--- config.mk ---
export PLATFORM = sky130hd
export DESIGN_NAME = misc_opcode_encoder
export DESIGN_NICKNAME = d
export VERILOG_FILES = /design/src/rtl/misc_opcode_encoder_pkg.sv /design/src/rtl/misc_opcode_encoder_op_fifo.sv /design/src/rtl/misc_opcode_encoder.sv
export SDC_FILE = /design/constraint.sdc
export NUM_CORES = 1
export LEC_CHECK = 0
export CAP_MARGIN = 20
export CORE_MARGIN = 2
export CORE_UTILIZATION = 46
export DETAILED_ROUTE_END_ITERATION = 8
export PLACE_DENSITY = 0.75
export SYNTH_ARGS = -nofsm -noshare
export SYNTH_HDL_FRONTEND = slang
export SYNTH_HIERARCHICAL = 1
export SYNTH_SLANG_ARGS = --single-unit
--- constraint.sdc ---
create_clock -name clk -period 1.8 [get_ports clk]
set_input_delay 0.54 -clock clk [delete_from_list [all_inputs] [get_ports clk]]
set_output_delay 0.54 -clock clk [all_outputs]
set_load 0.05 [all_outputs]
--- src/rtl/misc_opcode_encoder_pkg.sv ---
// Shared misc-opcode definitions: wire encoding, class codes and the
// encode/legality/decode helpers used by encoder, decoder and benches.
package misc_opcode_encoder_pkg;

    // 3-bit MiscOpcode_e wire format: A=000, B=10m, C=11m
    typedef enum logic [2:0] {
        MISC_A  = 3'b000,
        MISC_B0 = 3'b100,
        MISC_B1 = 3'b101,
        MISC_C0 = 3'b110,
        MISC_C1 = 3'b111
    } MiscOpcode_e;

    // Class codes as produced by the casez decoder
    typedef enum logic [1:0] {
        CLS_A = 2'b11,
        CLS_B = 2'b10,
        CLS_C = 2'b00
    } MiscCls_e;

    localparam logic [1:0]  CLS_ILLEGAL = 2'b01;
    localparam int unsigned OPC_W       = 3;

    // A request is legal for classes A/B/C, with A additionally requiring mod=0
    function automatic logic is_legal(input logic [1:0] cls, input logic mod);
        logic ok;
        ok = 1'b0;
        case (cls)
            2'b11:        ok = ~mod;
            2'b10, 2'b00: ok = 1'b1;
            default:      ok = 1'b0;
        endcase
        return ok;
    endfunction

    // Illegal inputs map to MISC_A; callers must gate with is_legal
    function automatic MiscOpcode_e encode_misc(input logic [1:0] cls, input logic mod);
        MiscOpcode_e op;
        op = MISC_A;
        case (cls)
            2'b10:   op = mod ? MISC_B1 : MISC_B0;
            2'b00:   op = mod ? MISC_C1 : MISC_C0;
            default: op = MISC_A;
        endcase
        return op;
    endfunction

    // Reference casez decoder: opcode back to class code
    function automatic logic [1:0] decode_misc(input logic [2:0] op);
        logic [1:0] cls;
        cls = CLS_A;
        casez (op)
            3'b0??:  cls = CLS_A;
            3'b10?:  cls = CLS_B;
            default: cls = CLS_C;
        endcase
        return cls;
    endfunction

endpackage

--- src/rtl/misc_opcode_encoder_op_fifo.sv ---
// Parameterised synchronous FIFO with asynchronous active-high reset.
// Head entry is visible on dout whenever the FIFO is non-empty.
module op_fifo #(
    parameter int unsigned WIDTH = 3,
    parameter int unsigned DEPTH = 2
) (
    input  logic                       clk,
    input  logic                       rst,
    input  logic                       push,
    input  logic [WIDTH-1:0]           din,
    input  logic                       pop,
    output logic [WIDTH-1:0]           dout,
    output logic                       full,
    output logic                       empty,
    output logic [$clog2(DEPTH):0]     count
);

    localparam int unsigned AW = $clog2(DEPTH);
    localparam int unsigned CW = AW + 1;
    localparam logic [CW-1:0] DEPTH_C = CW'(DEPTH);

    logic [WIDTH-1:0] mem [DEPTH];
    logic [AW-1:0]    wr_ptr;
    logic [AW-1:0]    rd_ptr;
    logic [CW-1:0]    cnt;
    logic             push_en;
    logic             pop_en;

    assign full    = (cnt == DEPTH_C);
    assign empty   = (cnt == '0);
    assign count   = cnt;
    assign dout    = mem[rd_ptr];
    assign push_en = push & ~full;
    assign pop_en  = pop & ~empty;

    // Storage array: written at the write pointer on every push
    always_ff @(posedge clk or posedge rst) begin
        if (rst) begin
            for (int unsigned i = 0; i < DEPTH; i++) begin
                mem[i] <= '0;
            end
        end else if (push_en) begin
            mem[wr_ptr] <= din;
        end
    end

    // Pointers wrap naturally modulo DEPTH (power of two); count tracks occupancy
    always_ff @(posedge clk or posedge rst) begin
        if (rst) begin
            wr_ptr <= '0;
            rd_ptr <= '0;
            cnt    <= '0;
        end else begin
            if (push_en) wr_ptr <= wr_ptr + 1'b1;
            if (pop_en)  rd_ptr <= rd_ptr + 1'b1;
            case ({push_en, pop_en})
                2'b10:   cnt <= cnt + 1'b1;
                2'b01:   cnt <= cnt - 1'b1;
                default: cnt <= cnt;
            endcase
        end
    end

endmodule

--- src/rtl/misc_opcode_encoder.sv ---
// Transmit-side misc-opcode encoder: class+modifier in, MiscOpcode_e out,
// buffered through op_fifo; illegal requests are consumed and flagged.
module misc_opcode_encoder
    import misc_opcode_encoder_pkg::*;
#(
    parameter int unsigned DEPTH = 2,
    parameter int unsigned CNT_W = 16
) (
    input  logic              clk,
    input  logic              rst,
    input  logic              in_valid,
    output logic              in_ready,
    input  logic [1:0]        in_cls,
    input  logic              in_mod,
    output logic              out_valid,
    input  logic              out_ready,
    output logic [2:0]        out_opcode,
    output logic              err_illegal,
    input  logic              err_clr,
    output logic [CNT_W-1:0]  issued_cnt
);

    localparam int unsigned CW = $clog2(DEPTH) + 1;
    localparam logic [CW-1:0] DEPTH_C = CW'(DEPTH);

    logic [OPC_W-1:0] enc_bits;
    logic [OPC_W-1:0] fifo_head;
    logic [OPC_W-1:0] last_op;
    logic [CW-1:0]    fifo_count;
    logic             fifo_full;
    logic             fifo_empty;
    logic             accept;
    logic             legal;
    logic             push;
    logic             pop;

    assign legal    = is_legal(in_cls, in_mod);
    assign enc_bits = encode_misc(in_cls, in_mod);

    // Ready comes only from registered occupancy, so a same-cycle pop cannot raise it
    assign in_ready  = ~rst & (fifo_count < DEPTH_C);
    assign accept    = in_valid & in_ready;
    assign push      = accept & legal & ~fifo_full;
    assign out_valid = ~fifo_empty;
    assign pop       = out_valid & out_ready;

    // When empty, present the last popped opcode so the output does not glitch
    assign out_opcode = fifo_empty ? last_op : fifo_head;

    op_fifo #(
        .WIDTH (OPC_W),
        .DEPTH (DEPTH)
    ) u_fifo (
        .clk   (clk),
        .rst   (rst),
        .push  (push),
        .din   (enc_bits),
        .pop   (pop),
        .dout  (fifo_head),
        .full  (fifo_full),
        .empty (fifo_empty),
        .count (fifo_count)
    );

    // Remember the most recently delivered opcode for the empty-hold behaviour
    always_ff @(posedge clk or posedge rst) begin
        if (rst) begin
            last_op <= '0;
        end else if (pop) begin
            last_op <= fifo_head;
        end
    end

    // Sticky illegal flag; a new illegal accept wins over a clear
    always_ff @(posedge clk or posedge rst) begin
        if (rst) begin
            err_illegal <= 1'b0;
        end else if (accept && !legal) begin
            err_illegal <= 1'b1;
        end else if (err_clr) begin
            err_illegal <= 1'b0;
        end
    end

    // Saturating count of completed output handshakes
    always_ff @(posedge clk or posedge rst) begin
        if (rst) begin
            issued_cnt <= '0;
        end else if (pop && (issued_cnt != '1)) begin
            issued_cnt <= issued_cnt + 1'b1;
        end
    end

endmodule

==> tab_implementation.tex, run 1 <==
\begin{tabular}{lr}
\hline
Metric & Value \\
\hline
\multicolumn{2}{l}{\textbf{Global route}} \\
\quad Global-route congestion overflow total & 0 \\
\quad Number of antenna violations at the first check in global routing & 0 \\
\quad Maximum number of pins on one net before global-route repair & 21 \\
\quad Total GRT Usage & 23.8\% \\
\quad Global-route wire length before repair & between 6 and 7 mm \\
\quad Number of global-route vias before repair & 1364 \\
\multicolumn{2}{l}{\textbf{Setup path}} \\
\quad CP Data Arrival Time & about 1.6 ns \\
\quad Reg-to-Reg End & u\_fifo/count[1] \\
\quad Cell with the largest stage delay on the worst path & dfrtp\_2 \\
\quad Depth of the most critical reg-to-reg path & 9 \\
\quad Classification of the worst setup path & reg2out \\
\quad Slack of the worst reg-to-reg path & -0.05 ns \\
\quad Last element of the critical path & out\_opcode[1] \\
\quad RR Startpoint & u\_fifo/count[1] \\
\quad Crit path required time & 1.26 ns \\
\quad Largest stage delay on the critical path & 0.46 ns \\
\quad CP cell instances & mux2\_4 > mux2\_2 > buf\_6 \\
\quad Nature of the critical path endpoint & output port \\
\quad Largest fanout on the critical path & 4 \\
\quad Crit path from & u\_fifo/rd\_ptr \\
\quad Kind of start point of the critical path & flip-flop \\
\multicolumn{2}{l}{\textbf{Routing}} \\
\quad Total wire length after detailed routing & 4.34 mm \\
\quad Vias/cell & 5.44 \\
\quad Number of search-and-repair iterations in the first detailed-routing pass & 4 \\
\quad Count of antenna-violating nets left after detailed routing & 0 \\
\quad Overall via count from detail\_route & 1348 \\
\quad 1st-iter DRT viols & 57 \\
\quad DRC violations left & 0 \\
\quad Post-detailed-route wirelength per cell & 17.5 um \\
\multicolumn{2}{l}{\textbf{Timing}} \\
\quad Max-slew headroom at the worst pin & 73.1\% \\
\quad Pins Over Slew Limit & 0 \\
\quad Unrepaired setup endpoints after global routing & true \\
\quad Maximum clock frequency & around 480 MHz \\
\quad Min Tclk post-route & around 2.1 ns \\
\quad Hold violation total from the final report & 0 \\
\quad Slew at the pin closest to its max-slew limit & 0.402 ns \\
\quad Layout Skew & between 0.01 and 0.015 ns \\
\quad Final period util & 116\% \\
\quad Worst-case setup margin in the final layout & -0.295 ns \\
\quad Final count of negative-setup-slack endpoints & 4 \\
\multicolumn{2}{l}{\textbf{Floorplan}} \\
\quad Area of the placeable core & between 3000 and 4000 sq um \\
\quad Effective utilization at floorplan & 49.1\% \\
\quad Die boundary height & roughly 61 um \\
\quad Die X-Extent & $\sim$61 um \\
\quad Top-level port count & 30 \\
\quad Cell Rows & 20 \\
\quad Full die area & 3760 sq um \\
\multicolumn{2}{l}{\textbf{CTS}} \\
\quad H-tree depth reported by CTS & 2 \\
\quad Clock buffer count from CTS & 5 \\
\quad Clock tree from TritonCTS & yes \\
\quad Total number of clock tree sinks & 30 \\
\quad Insertion delay to the later sink of the worst-skew pair & approximately 0.34 ns \\
\quad Maximum count of clock buffers along a single path & 2 \\
\quad Clock slew at the register clock pins of the worst setup and hold paths & 0.09 ns \\
\quad Library cell used as clock root buffer & clkbuf\_4 \\
\multicolumn{2}{l}{\textbf{Place}} \\
\quad Cell area reported after detailed placement & 2260 sq um \\
\quad Port-buffer cells & 29 \\
\quad Cell total after placement & 233 \\
\quad Global placer's final weighted congestion & about 0.81 \\
\quad Half-perimeter wire length of the detailed placement result & 2.74 mm \\
\multicolumn{2}{l}{\textbf{Pwr}} \\
\quad Power per standard cell area & $\sim$1500 nW/um\^{}2 \\
\quad Worst ir drop on vdd & 0.00145 V \\
\quad Total design power & around 3.8 mW \\
\quad Cell leakage power & 1.20 nW \\
\multicolumn{2}{l}{\textbf{Synth}} \\
\quad Avg Inst Size Synth & 11.1 sq um \\
\quad Yosys Warn Count & 6 \\
\quad Synthesized Nets & about 150 \\
\quad Netlist cell types & 29 \\
\quad Sequential share of the synthesized area & a little under 50\% \\
\quad Register bit count reported by yosys & 30 \\
\quad Summed instance area of the synthesized netlist & 1510 sq um \\
\quad Post-Synthesis Cells & approximately 140 \\
\multicolumn{2}{l}{\textbf{Cells and area}} \\
\quad Leading cell types in the layout, fill and taps excluded & buf\_4, nand2\_1, buf\_12 \\
\quad Number of diodes & 0 \\
\quad Area growth from synthesis to final layout & 63.2\% \\
\quad Fraction of layout cells with a size suffix above 1 & 54.4\% \\
\quad Cell Count, Final, Fillers Out & 248 \\
\quad Most common cell after layout, fill and taps aside & buf\_4 \\
\quad Fin nets & 213 \\
\quad Post-Layout Inst Area & 2470 sq um \\
\multicolumn{2}{l}{\textbf{Min path}} \\
\quad Path category of the worst min-delay check & reg2reg \\
\quad Origin of the worst min-delay path & last\_op[0] \\
\multicolumn{2}{l}{\textbf{Outcome}} \\
\quad Violated checks & negative setup slack \\
\quad Status & finished with violations \\
\multicolumn{2}{l}{\textbf{Job}} \\
\quad Maximum capacitance violations & 0 \\
\hline
\end{tabular}
[registers in the layout (all words and copies together), names as in the netlist]
name	flops
u_fifo/rd_ptr	1
u_fifo/count	2
last_op	3
err_illegal	1
u_fifo/mem	6
u_fifo/wr_ptr	1
issued_cnt	16
[through the flow]
stage	hold slack [ns]	setup TNS, ns	util (%)	setup slack [ns]
3_5_place_dp	0.462	-5.26	73.3	-0.532
2_1_floorplan	0.380	-0.390	-	-0.137
3_3_place_gp	0.453	-4.40	73.3	-0.451
5_1_grt	0.528	-1.21	80.1	-0.336
4_1_cts	0.485	-0.900	77.5	-0.301
6_report	0.486	-0.921	80.1	-0.295
[Yosys cell counts, drive strengths merged]
library cell  instances  area share, %
xor2                 14            8.1
nand3                 3           0.99
nor2b                 2           0.83
and3                  4            2.0
a21oi                 1           0.33
mux2                 14             11
xnor2                 4            2.3
nor2                  7            1.9
nand2                20            5.0
and4                  2            1.2
inv                   8            2.0
nand3b                1            1.3
nand4                 5            2.5
clkbuf                1           0.25
nor3b                 2           0.99
nor4                  4            2.6
o2111ai               1           0.58
a31oi                 1           0.41
ha                    2            1.7
nand2b                1           0.91
o21ai                 1           0.33
o22ai                 1           0.41
dfrtp                30             50
nor3                  7            2.3
[cells by family (layout without fill, tap and decap cells)]
kind of cell / after synthesis / count (layout) / synth area share [%]
DFF: 30 / 30 / 49.7
and+or+nand+nor: 58 / 58 / 22.5
muxes: 14 / 14 / 11.4
AOI/OAI and AO/OA: 5 / 5 / 2.07
adders and majority gates: 2 / 2 / 1.66
xor gates and xnor gates: 18 / 18 / 10.4
buffers and inverters: 9 / 77 / 2.23
[worst min path at each step]
stage,endpoint,slack [ns],cells after the start
5_1_grt,u_fifo/mem[1],0.53,3
3_5_place_dp,last_op[0],0.46,2
2_1_floorplan,u_fifo/count[0],0.38,1
4_1_cts,last_op[0],0.48,2
6_report,last_op[0],0.49,2
3_3_place_gp,last_op[0],0.45,2
[per-layer routing]
metal  vias up  track usage (%)  part of all wire, %
li1        601                -                    -
met5         -                0                    0
met2        55             38.1                   53
met4         0             10.6                  2.3
met1       678             29.3                   39
met3        14             7.77                  5.2
[repair_timing]
item | in CTS | in global routing
hold buffers | 0 | 0
resized for setup | 14 | 8
gates cloned | 0 | 0
setup buffers | 2 | 6
pin swaps | 6 | 8
setup endpoints to repair | 12 | 9
[where the power goes]
| part | leakage (nW) | switching (mW) | total [mW] | internal, mW |
|---|---|---|---|---|
| clock | 0.0446 | 0.241 | 0.508 | 0.267 |
| combinational | 0.789 | 1.09 | 2.14 | 1.05 |
| sequential | 0.366 | 0.245 | 1.14 | 0.894 |
[area by class of cell]
cell class / instances / area, sq um
Clock buffer: 8 / 78.8
Fill cell: 189 / 612
Inverter: 8 / 30.0
Multi-Input combinational cell: 97 / 826
Sequential cell: 30 / 769
Tap cell: 44 / 55.1
Timing Repair Buffer: 61 / 707
[critical path: cells and delay by family, from the launching register on]
kind / cells / cell delay [ns]
buffers and inverters: 1 / 0.15
DFF: 1 / 0.46
muxes: 2 / 0.61
(Power assumes the default switching activity.)
==> run 2: changes to the inputs <==
- SKIP_CTS_REPAIR_TIMING: default -> 1
==> run 2 against run 1 <==
The flow still finishes with violations (negative setup slack). Critical path depth is the same. Core utilization shrank 0.73 points. Sequential share of layout area grew 0.29 points. First-iteration DRC count shrank 40%. Sequential power is essentially flat. Global-route usage shrank 1.3 points. Register-to-register slack gained 0.09 ns. Cell count shrank 1.2%. Via count shrank 4.8%. Hold slack lost 0.099 ns. Highest routed layer unchanged.
==> tab_implementation.tex, run 2 (same netlist as run 1, synthesis figures left out) <==
\begin{tabular}{lr}
\hline
Metric & Value \\
\hline
\multicolumn{2}{l}{\textbf{Floorplan}} \\
\quad Die boundary height & 61.3 um \\
\quad Area of the placeable core & roughly 3100 sq um \\
\quad Full die area & 3760 sq um \\
\quad Cell Rows & 20 \\
\quad Effective utilization at floorplan & 49.1\% \\
\quad Die X-Extent & 61.3 um \\
\quad Top-level port count & 30 \\
\multicolumn{2}{l}{\textbf{Timing}} \\
\quad Final period util & 118\% \\
\quad Unrepaired setup endpoints after global routing & true \\
\quad Maximum clock frequency & 473 MHz \\
\quad Min Tclk post-route & approximately 2.1 ns \\
\quad Layout Skew & 0.0148 ns \\
\quad Hold violation total from the final report & 0 \\
\quad Max-slew headroom at the worst pin & 71.7\% \\
\quad Pins Over Slew Limit & 0 \\
\quad Worst-case setup margin in the final layout & -0.315 ns \\
\quad Post-route setup TNS & -0.926 ns \\
\quad Slew at the pin closest to its max-slew limit & 0.424 ns \\
\quad Final count of negative-setup-slack endpoints & 3 \\
\multicolumn{2}{l}{\textbf{Routing}} \\
\quad Count of antenna-violating nets left after detailed routing & 0 \\
\quad Overall via count from detail\_route & 1283 \\
\quad DRC violations left & 0 \\
\quad Number of search-and-repair iterations in the first detailed-routing pass & 4 \\
\quad Post-detailed-route wirelength per cell & 16.8 um \\
\quad Vias/cell & $\sim$5.2 \\
\quad 1st-iter DRT viols & 34 \\
\quad Total wire length after detailed routing & 4.11 mm \\
\multicolumn{2}{l}{\textbf{Cells and area}} \\
\quad Fin nets & 210 \\
\quad Number of diodes & 0 \\
\quad Register bank with the most flops & issued\_cnt \\
\quad Area taken by multi-input logic gates & 815 sq um \\
\quad Leading cell types in the layout, fill and taps excluded & buf\_4, nand2\_1, buf\_12 \\
\quad Largest register FFs & 16 \\
\quad Sequential cell area & a little under 800 sq um \\
\quad Fillers & 190 \\
\quad Area growth from synthesis to final layout & 61.7\% \\
\quad Most common cell after layout, fill and taps aside & buf\_4 \\
\quad Registers with the most flip-flops & issued\_cnt (16), u\_fifo/mem (6), last\_op (3) \\
\quad Post-Layout Inst Area & about 2400 sq um \\
\quad Fraction of layout cells with a size suffix above 1 & 53.2\% \\
\multicolumn{2}{l}{\textbf{CTS}} \\
\quad H-tree depth reported by CTS & 2 \\
\quad Clock buffer count from CTS & 5 \\
\quad Total number of clock tree sinks & 30 \\
\quad Maximum count of clock buffers along a single path & 2 \\
\quad Library cell used as clock root buffer & clkbuf\_4 \\
\quad Clock slew at the register clock pins of the worst setup and hold paths & 0.11 ns \\
\quad Insertion delay to the later sink of the worst-skew pair & 0.34 ns \\
\quad Clock tree from TritonCTS & yes \\
\multicolumn{2}{l}{\textbf{Setup path}} \\
\quad Classification of the worst setup path & reg2out \\
\quad Cell with the largest stage delay on the worst path & dfrtp\_2 \\
\quad Slack of the worst reg-to-reg path & roughly 0.04 ns \\
\quad Largest fanout on the critical path & 4 \\
\quad CP Data Arrival Time & $\sim$1.6 ns \\
\quad CP cell instances & mux2\_4 > mux2\_2 > buf\_6 \\
\quad Crit path from & u\_fifo/rd\_ptr \\
\quad Last element of the critical path & out\_opcode[1] \\
\quad Kind of start point of the critical path & flip-flop \\
\quad Cell type group with the largest total delay on the critical path & multiplexers \\
\quad RR Startpoint & u\_fifo/count[1] \\
\quad Crit path required time & about 1.3 ns \\
\quad Logic depth of the worst setup path including buffers & 3 \\
\quad Reg-to-Reg End & u\_fifo/count[1] \\
\quad Number of buffers and inverters on the critical path & 1 \\
\quad Largest stage delay on the critical path & 0.47 ns \\
\quad Nature of the critical path endpoint & output port \\
\quad Depth of the most critical reg-to-reg path & 9 \\
\multicolumn{2}{l}{\textbf{Min path}} \\
\quad Path category of the worst min-delay check & in2async \\
\multicolumn{2}{l}{\textbf{Global route}} \\
\quad Maximum number of pins on one net before global-route repair & 21 \\
\quad Global-route wire length before repair & 6.02 mm \\
\quad Number of global-route vias before repair & 1317 \\
\quad Total GRT Usage & 22.5\% \\
\quad Global-route congestion overflow total & 0 \\
\quad Number of antenna violations at the first check in global routing & 0 \\
\multicolumn{2}{l}{\textbf{Place}} \\
\quad Cell area reported after detailed placement & 2260 sq um \\
\quad Half-perimeter wire length of the detailed placement result & 2.74 mm \\
\quad Port-buffer cells & 29 \\
\quad Global placer's final weighted congestion & 0.814 \\
\multicolumn{2}{l}{\textbf{Outcome}} \\
\quad Status & finished with violations \\
\quad Violated checks & negative setup slack \\
\multicolumn{2}{l}{\textbf{Pwr}} \\
\quad Power per standard cell area & 1530 nW/um\^{}2 \\
\quad Worst ir drop on vdd & 0.00150 V \\
\quad Cell leakage power & roughly 1.2 nW \\
\quad Total design power & 3.75 mW \\
\multicolumn{2}{l}{\textbf{Job}} \\
\quad Maximum capacitance violations & 0 \\
\hline
\end{tabular}
[run 2: worst reg2reg max path, cell delays in order (launching register included)]
cell and delay (ns):
dfrtp_1 0.43, buf_6 0.15, nor2_4 0.10, nand2_2 0.09
nor3b_4 0.22, nand2_2 0.11, ha_4 0.18, xnor2_2 0.13
nor2_1 0.12, xor2_1 0.16
[run 2: where the power goes]
group	total (mW)	switching [mW]	internal (mW)	leakage (nW)
clock	0.518	0.252	0.267	0.0446
combinational	2.10	1.08	1.02	0.790
sequential	1.13	0.234	0.893	0.366
total	3.75	1.57	2.18	1.20
[run 2: metrics by stage]
step / hold slack (ns) / util [%] / setup slack, ns / std cells
floorplan: 0.380 / - / -0.137 / 136
global placement: 0.453 / 73.3 / -0.451 / 233
detailed placement: 0.462 / 73.3 / -0.532 / 233
CTS: 0.485 / 75.9 / -0.376 / 241
global route: 0.396 / 79.4 / -0.353 / 245
finish: 0.387 / 79.4 / -0.315 / 245
[run 2: how the worst min path moves through the flow]
stage | start | endpoint | slack [ns]
floorplan | rst | u_fifo/count[0] | 0.38
global placement | last_op[0] | last_op[0] | 0.45
detailed placement | last_op[0] | last_op[0] | 0.46
CTS | last_op[0] | last_op[0] | 0.48
global route | rst | u_fifo/wr_ptr | 0.40
finish | rst | u_fifo/wr_ptr | 0.39
[run 2: cell type report]
class	instances	area share, %
Clock buffer	8	3.23
Multi-Input combinational cell	97	33.3
Tap cell	44	2.25
Inverter	8	1.23
Timing Repair Buffer	58	28.5
Sequential cell	30	31.5
[run 2: routing by layer]
metal	track usage (%)	part of all wire, %	wire length (um)	up-vias
li1	-	-	-	593
met1	28.1	40	1640	636
met2	36.0	52	2130	45
met3	7.56	6.3	258	9
met4	9.01	1.8	73	0
met5	0	0	0	-
